**src/rtl/div_run_sequencer.sv**
```systemverilog
// ---------------------------------------------------------------------------
// div_run_sequencer
//
// Sequences one run of an external divider.
//   - Waits for a Go pulse from the debouncer.
//   - Raises Start.
//   - Counts the clocks spent in compute (Qc).
//   - Latches that count when Done appears.
//   - Holds Ack until the divider has dropped Done and is back in its
//     initial state (Qi).
//
// Optional feature: defining DIV_RUN_MINMAX_EN adds the min_count and
// max_count outputs. They track the smallest and largest latched counts
// since reset.
//
// Parameters
//   CNT_W    width of the compute-cycle counter and of cycle_count
//   START_TO clocks Start is held waiting for Qc/Done before giving up
//
// Ports
//   board_clk    in   clock, rising edge
//   Reset        in   asynchronous, active-high reset
//   Go           in   single-cycle run request (honoured only in IDLE)
//   Qi, Qc, Done in   divider state: initial, computing, done
//   Start        out  high while waiting for the divider to begin
//   Ack          out  high while waiting for the divider to release Done
//   busy         out  high whenever not IDLE
//   cycle_count  out  compute-cycle count of the last completed run
//   count_valid  out  cycle_count holds a result of the current run
//   sat          out  counter reached all-ones during this run
//   err          out  the divider never responded to Start (sticky)
//   min_count    out  (DIV_RUN_MINMAX_EN) smallest latched count
//   max_count    out  (DIV_RUN_MINMAX_EN) largest latched count
// ---------------------------------------------------------------------------
module div_run_sequencer #(
  parameter int CNT_W    = 16,
  parameter int START_TO = 15
) (
  input  logic             board_clk,
  input  logic             Reset,
  input  logic             Go,
  input  logic             Qi,
  input  logic             Qc,
  input  logic             Done,
  output logic             Start,
  output logic             Ack,
  output logic             busy,
  output logic [CNT_W-1:0] cycle_count,
  output logic             count_valid,
  output logic             sat,
  output logic             err
`ifdef DIV_RUN_MINMAX_EN
  ,
  output logic [CNT_W-1:0] min_count,
  output logic [CNT_W-1:0] max_count
`endif
);

  // The timeout counter only has to reach START_TO-1.
  localparam int TO_W = (START_TO > 1) ? $clog2(START_TO) : 1;

  localparam logic [TO_W-1:0]  TO_LAST = TO_W'(START_TO - 1);
  localparam logic [TO_W-1:0]  TO_ONE  = TO_W'(1);
  localparam logic [CNT_W-1:0] CNT_ONE = {{(CNT_W-1){1'b0}}, 1'b1};
  localparam logic [CNT_W-1:0] CNT_MAX = {CNT_W{1'b1}};

  typedef enum logic [1:0] {
    ST_IDLE    = 2'd0,
    ST_START   = 2'd1,
    ST_MEASURE = 2'd2,
    ST_ACK     = 2'd3
  } state_t;

  state_t           state_q, state_d;
  logic [TO_W-1:0]  to_q, to_d;
  logic [CNT_W-1:0] cnt_q, cnt_d;
  logic [CNT_W-1:0] cc_q, cc_d;
  logic             vld_q, vld_d;
  logic             sat_q, sat_d;
  logic             err_q, err_d;
  logic             latch_d;

  // Saturating increment: the counter sticks at all-ones.
  function automatic logic [CNT_W-1:0] sat_inc(input logic [CNT_W-1:0] v);
    return (v == CNT_MAX) ? v : v + CNT_ONE;
  endfunction

  always_comb begin
    state_d = state_q;
    to_d    = to_q;
    cnt_d   = cnt_q;
    cc_d    = cc_q;
    vld_d   = vld_q;
    sat_d   = sat_q;
    err_d   = err_q;
    latch_d = 1'b0;

    unique case (state_q)
      ST_IDLE: begin
        if (Go) begin
          state_d = ST_START;
          to_d    = '0;
          cnt_d   = '0;
          sat_d   = 1'b0;
          err_d   = 1'b0;
          vld_d   = 1'b0;
        end
      end

      ST_START: begin
        if (Done) begin
          // The divider finished without any compute cycles.
          state_d = ST_ACK;
          cnt_d   = '0;
          cc_d    = '0;
          vld_d   = 1'b1;
          latch_d = 1'b1;
        end else if (Qc) begin
          // The first compute cycle is seen here, so counting starts at 1.
          state_d = ST_MEASURE;
          cnt_d   = CNT_ONE;
          sat_d   = (CNT_ONE == CNT_MAX);
        end else if (to_q == TO_LAST) begin
          state_d = ST_IDLE;
          err_d   = 1'b1;
          vld_d   = 1'b0;
        end else begin
          to_d = to_q + TO_ONE;
        end
      end

      ST_MEASURE: begin
        // Done takes priority, so a Qc sampled together with Done is not counted.
        if (Done) begin
          state_d = ST_ACK;
          cc_d    = cnt_q;
          vld_d   = 1'b1;
          latch_d = 1'b1;
        end else if (Qc) begin
          cnt_d = sat_inc(cnt_q);
          if (sat_inc(cnt_q) == CNT_MAX) begin
            sat_d = 1'b1;
          end
        end
      end

      ST_ACK: begin
        if (!Done && Qi) begin
          state_d = ST_IDLE;
        end
      end

      default: state_d = ST_IDLE;
    endcase
  end

  // Reset also clears the result registers, so a run cut short by Reset
  // leaves no trace.
  always_ff @(posedge board_clk or posedge Reset) begin
    if (Reset) begin
      state_q <= ST_IDLE;
      to_q    <= '0;
      cnt_q   <= '0;
      cc_q    <= '0;
      vld_q   <= 1'b0;
      sat_q   <= 1'b0;
      err_q   <= 1'b0;
    end else begin
      state_q <= state_d;
      to_q    <= to_d;
      cnt_q   <= cnt_d;
      cc_q    <= cc_d;
      vld_q   <= vld_d;
      sat_q   <= sat_d;
      err_q   <= err_d;
    end
  end

  // Start and Ack are decoded from the state register, so they drop at the
  // same moment as the state when Reset is asserted.
  assign Start       = (state_q == ST_START);
  assign Ack         = (state_q == ST_ACK);
  assign busy        = (state_q != ST_IDLE);
  assign cycle_count = cc_q;
  assign count_valid = vld_q;
  assign sat         = sat_q;
  assign err         = err_q;

`ifdef DIV_RUN_MINMAX_EN
  logic [CNT_W-1:0] min_q, min_d;
  logic [CNT_W-1:0] max_q, max_d;

  // Only runs that produce a result update the extremes; a timeout never
  // raises latch_d.
  always_comb begin
    min_d = min_q;
    max_d = max_q;
    if (latch_d) begin
      if (cc_d < min_q) begin
        min_d = cc_d;
      end
      if (cc_d > max_q) begin
        max_d = cc_d;
      end
    end
  end

  always_ff @(posedge board_clk or posedge Reset) begin
    if (Reset) begin
      min_q <= CNT_MAX;
      max_q <= '0;
    end else begin
      min_q <= min_d;
      max_q <= max_d;
    end
  end

  assign min_count = min_q;
  assign max_count = max_q;
`endif

endmodule

```
**config.mk**
```make
export PLATFORM = sky130hd
export DESIGN_NAME = div_run_sequencer
export DESIGN_NICKNAME = d
export VERILOG_FILES = /design/src/rtl/div_run_sequencer.sv
export SDC_FILE = /design/constraint.sdc
export NUM_CORES = 1
export LEC_CHECK = 0
export ABC_CLOCK_PERIOD_IN_PS = 2000
export CAP_MARGIN = 30
export CORE_MARGIN = 5
export CORE_UTILIZATION = 50
export DETAILED_ROUTE_END_ITERATION = 8
export GPL_TIMING_DRIVEN = 0
export PLACE_DENSITY = 0.72
export SLEW_MARGIN = 20
export SYNTH_ARGS = -nofsm -noshare
export SYNTH_HDL_FRONTEND = slang
export SYNTH_SLANG_ARGS = --single-unit
```
**constraint.sdc**
```tcl
create_clock -name board_clk -period 2 [get_ports board_clk]
set_input_delay 0.2 -clock board_clk [delete_from_list [all_inputs] [get_ports board_clk]]
set_output_delay 0.2 -clock board_clk [all_outputs]
set_load 0.005 [all_outputs]
```
**Word-level counts from Yosys, hierarchy flattened**

Index checks and enable logic that the tools add are counted.

- Flip-flop bits (word level): 41
- Output and inout bits: 22

- Add/subtract/negate cells: 2
- Equal/unequal tests: 22
- Muxes and demuxes: 38
- Reductions and logical operators: 14

Operators with widths:

| kind | count |
|---|---|
| $mux 16 | 8 |
| $pmux 16 s3 | 1 |
| $eq 16x16->1 const B | 2 |
| $pmux 16 s2 | 1 |
| $ne 2x2->1 const B | 10 |
| $reduce_and 5->1 | 4 |
| $add 16x1->16 const B | 1 |
| $mux 4 | 4 |
| $mux 1 | 13 |
| $mux 2 | 6 |
| $pmux 2 s4 | 1 |
| $pmux 4 s2 | 1 |
| $reduce_and 7->1 | 1 |
| $ne 3x3->1 const B | 2 |
| $pmux 1 s3 | 2 |
| $reduce_bool 2->1 | 3 |
| $add 4x1->4 const B | 1 |
| $eq 2x2->1 const B | 2 |
| $eq 4x4->1 const B | 1 |
| $ne 2x1->1 const B | 2 |
| $ne 4x3->1 const B | 1 |
| $reduce_and 4->1 | 1 |
| $ne 3x2->1 const B | 1 |
| $reduce_and 3->1 | 1 |
| 6 further kinds | 6 |

**Logic depth before layout (Yosys ltp)**

- Depth after elaboration: 7
- Mapped depth: 10
- Gate-level depth less buffers: 8

**Worst setup path after synthesis**

No wires, ideal clock.

- Kind: reg2reg
- From: register cnt_q[0]
- To: register cnt_q[11]
- Library setup time: 0.121 ns
- Data arrival time: 2.106 ns
- Data required time: 1.879 ns
- Slack: -0.228 ns
- Stages on the path, launching flop included: 8
- Period minus slack after synthesis: 2.228 ns
- Cells stage by stage: dfrtp_1 ha_1 nand4_1 nor4_4 or3_2 nor2_1 mux2_2 a22o_2

- Cells in the longest elaborated chain, start to end: 5
- Elaborated cells on any way between the ends: 6
- Classes of those cells: 1 x add/sub; 1 x eq/ne; 4 x mux

RTL lines:

| what | line | text |
|---|---|---|
| from (decl) | 76 | `logic [CNT_W-1:0] cnt_q, cnt_d;` |
| from (signal assigned) | 171 | `cnt_q <= cnt_d;` |
| $add 16x1->16 / $eq 16x16->1 (equally long branches) | 85 | `return (v == CNT_MAX) ? v : v + CNT_ONE;` |
| $mux 16 (*) | n/a |  |
| $mux 16 (*) | 139 | `end else if (Qc) begin` |
| $mux 16 (*) | 134 | `if (Done) begin` |
| $pmux 16 s3 (*) | 98 | `unique case (state_q)` |

Mark *: on every way between the ends. The rest lies on a longest branch, timed or not. The select of a mux whose other input is x is not followed.
A chain may end at the register's enable or synchronous reset.

**Worst setup path in the final report**

- From: register state_q[0]
- To: register sat_q (netlist: sat)

- Cells in the longest elaborated chain, start to end: 3
- Elaborated cells on any way between the ends: 12
- Classes of those cells: 8 x eq/ne; 1 x mux; 3 x reduce/logical

RTL lines:

| what | line | text |
|---|---|---|
| from (decl) | 74 | `state_t state_q, state_d;` |
| from (signal assigned) | 169 | `state_q <= state_d;` |
| $eq 2x2->1 (tied with other cells) | 98 |  |
| $ne 2x2->1 (no source line) / $reduce_bool 3->1 (equally long branches) | n/a |  |
| $reduce_and 7->1 (no source line) | n/a |  |
| to (signal assigned) | 174 | `sat_q <= sat_d;` |
| to (decl) | 79 | `logic sat_q, sat_d;` |

Parallel ways exist; a longest one is shown, timed or not.

==> flow_metrics.py <==
metrics = {
    "setup_path": {
        "r2r_end": "sat$_DFFE_PP0P_",
        "startpoint": "state_q[0]$_DFFE_PP0P_",
        "cp_data_required_time_ns": 2.24,
        "r2r-start": "state_q[0]$_DFFE_PP0P_",
        "start_kind": "register",
        "critPathArrivalTime_ns": 2.39,
        "r2r_cells": 6,
        "critPathCaptureType": "register",
        "cp_max_fo": 4,
        "worstSetupEndpoint": "sat$_DFFE_PP0P_",
        "critical_path_class": "reg2reg",
        "reg2reg_setup_slack_ns": -0.15,
    },
    "timing": {
        "clock.fmax_mhz": 465,
        "fin_worst_skew_ns": 0.0104,
        "period_minus_slack_ns": 2.15,
        "slew_viol_final": 0,
        "slew_headroom": 0.606,
        "fin_crit_sh": 1.07,
        "whs_ns": 0.247,
        "fin_ws_ns": -0.149,
        "hold_viol": 0,
        "rsz0062_at_grt": "true",
        "setup_viol": 8,
        "worst_slew_pin_slew_ns": 0.590,
    },
    "finish": {
        "seq_area_sq_um": 1030,
        "layout-drive-gt1-share": 0.361,
        "multi_input_area_sq_um": 1550,
        "final_common_cell": "dfrtp_1",
        "area_delta_synth_final_pct": 47.2,
        "diodes": 0,
        "nets": 347,
        "layout.cells.most_common_list": "dfrtp_1, buf_4, clkdlybuf4s50_1",
        "nFillCells": 320,
    },
    "routing": {
        "wire_per_inst_um": 17.5,
        "drtIter0Drc": 168,
        "vias": 2340,
        "drt_pass1_iterations": 4,
        "route.detailed.drc": 0,
        "viasPerCell": 5.82,
        "ant_nets": 0,
        "drt-total-wl_mm": 7.05,
    },
    "yosys": {
        "synth_edf_count": 0,
        "synth-seq-cells": 41,
        "syn_area_per_cell_sq_um": 9.32,
        "yosysSeqAreaShare": 0.422,
        "synth_top_cell_area_share": 0.422,
        "synth_cells": 261,
        "synth.cell_area_sq_um": 2430,
        "synth_top_area_cell": "dfrtp_1",
        "yosys_warnings": 0,
        "yosysUniqueCellTypes": 52,
        "ys.flop_type": "dfrtp_1",
        "async_flop_share": 1.00,
        "synthTopCellsByArea": "dfrtp_1, a22o_1, o21ai_0, ha_1, nor2_1",
        "syn_nets": 274,
    },
    "global_routing": {
        "grt_pass1_wl_mm": 10.6,
        "gr-usage-all-layers": 0.214,
        "grt_pass1_vias": 2172,
        "grt_antenna_before_repair": 0,
        "grt-ovfl-total": 0,
        "grt_max_degree": 22,
    },
    "power_and_ir_drop": {
        "p_leak_nw": 1.56,
        "power_density_nw_per_um2": 889,
        "power.total_w": 0.00318,
        "peakVddDrop_mv": 0.880,
    },
    "run": {
        "max_cap_viol_count": 0,
    },
    "outcome": {
        "violations": "negative setup slack",
        "status": "complete, but fails checks",
    },
    "cts": {
        "htreeDepth": 2,
        "numCtsBuffers": 5,
        "cts_tree": "built",
        "clkLatencyLatePin_ns": 0.30,
        "clockBufferDepth": 2,
        "path_clk_slew_ns": 0.08,
        "clock-root-buffer": "clkbuf_8",
        "clock_sinks": 41,
    },
    "die": {
        "die_h_um": 79.7,
        "coreArea_sq_um": 4720,
        "die_area_sq_um": 6360,
        "io-pin-count": 28,
        "initial_utilization": 0.515,
        "die_w_um": 79.7,
        "rows": 25,
    },
    "placed_design": {
        "io_buffers": 26,
        "place_congestion": 0.883,
        "dp_hpwl_mm": 4.13,
    },
    "min_path": {
        "hold_path.class": "in2async",
    },
}
[worst max-delay path: stages, from the launching register on]
cell,delay [ns]
dfrtp_2,0.44
ha_1,0.28
nor4_2,0.32
a21boi_2,0.22
or4b_1,0.47
nor4_2,0.15
a41o_1,0.22
[worst min path at each step]
stage,start,endpoint,slack (ns),depth (start not counted)
finish,Reset,asynchronous set/reset pin,0.25,2
global route,Reset,cnt_q[2]$_DFFE_PP0P_,0.27,2
CTS,Reset,cnt_q[2]$_DFFE_PP0P_,0.25,2
detailed placement,cycle_count[10]$_DFFE_PP0P_,cycle_count[10]$_DFFE_PP0P_,0.49,1
global placement,count_valid$_DFFE_PP0P_,count_valid$_DFFE_PP0P_,0.48,2
floorplan,Qc,register,0.40,2
[layer usage]
| layer | part of all wire | GRT usage | wire length (um) |
|---|---|---|---|
| met5 | 0 | 0 | 0 |
| met3 | 0.040 | 0.0418 | 285 |
| met1 | 0.42 | 0.269 | 2930 |
| met2 | 0.51 | 0.366 | 3560 |
| met4 | 0.039 | 0.0743 | 273 |
[logic make-up after synthesis]
family / synth area share
xor+xnor: 0.0216
buf+inv: 0.0628
simple gates: 0.222
flops: 0.422
compound gates: 0.227
fa+ha+maj: 0.0360
mux: 0.00874
[layout make-up]
class / count / area share
buffer: 16 / 0.0391
clock inverter: 1 / 0.00839
sequential: 41 / 0.288
tap: 67 / 0.0234
multi-input combinational: 193 / 0.432
inverter: 10 / 0.0105
clock buffer: 7 / 0.0241
timing repair buffer: 67 / 0.174
[where the power goes]
group          switching, W  internal, W  total [W]
logic              0.000793     0.000730    0.00152
registers         0.0000712     0.000893   0.000964
clock network      0.000289     0.000407   0.000696
[cells in the mapped netlist, types with 2 or more instances]
cell,instances
nor3b_1,4
a22o_2,2
o31ai_1,4
ha_1,7
inv_1,10
nor2_1,23
o21a_1,2
a21oi_1,12
nand2b_1,2
and2_1,4
o21ai_0,28
a31oi_1,5
nand3_1,7
nor3_1,4
nand4_1,6
nand2_1,21
buf_6,6
xor2_1,3
nor2b_1,5
dfrtp_1,41
clkbuf_1,7
nor4_1,4
buf_2,2
o41ai_1,2
and3_1,2
a22o_1,18
a21boi_0,3
xnor2_1,3
[flip-flops by register name, indices dropped and copies added, names as in the netlist, named ones only]
register and cells:
count_valid 1, err 1, state_q 1, cycle_count 16, to_q 4, cnt_q 16
sat 1
[metrics by stage]
stage | area [sq um] | worst slack (ns) | util | setup TNS [ns] | cells
after floorplan | 2500 | -0.0433 | - | -0.0852 | 261
after global placement | 2840 | -0.391 | 0.602 | -5.98 | 354
after detailed placement | 2870 | -0.399 | 0.608 | -5.27 | 355
after CTS | 3210 | -0.138 | 0.681 | -0.294 | 380
after global routing | 3580 | -0.220 | 0.758 | -1.67 | 402
final | 3580 | -0.149 | 0.758 | -0.560 | 402
[repair_timing]
item / in CTS / in global routing
endpoints found under the hold margin: 0 / 0
hold buffers: 0 / 0
cloned: 0 / 1
pin swaps: 9 / 14
setup buffers: 17 / 22
setup endpoints to repair: 29 / 28
resized for setup: 27 / 66
(Power assumes the default switching activity.)
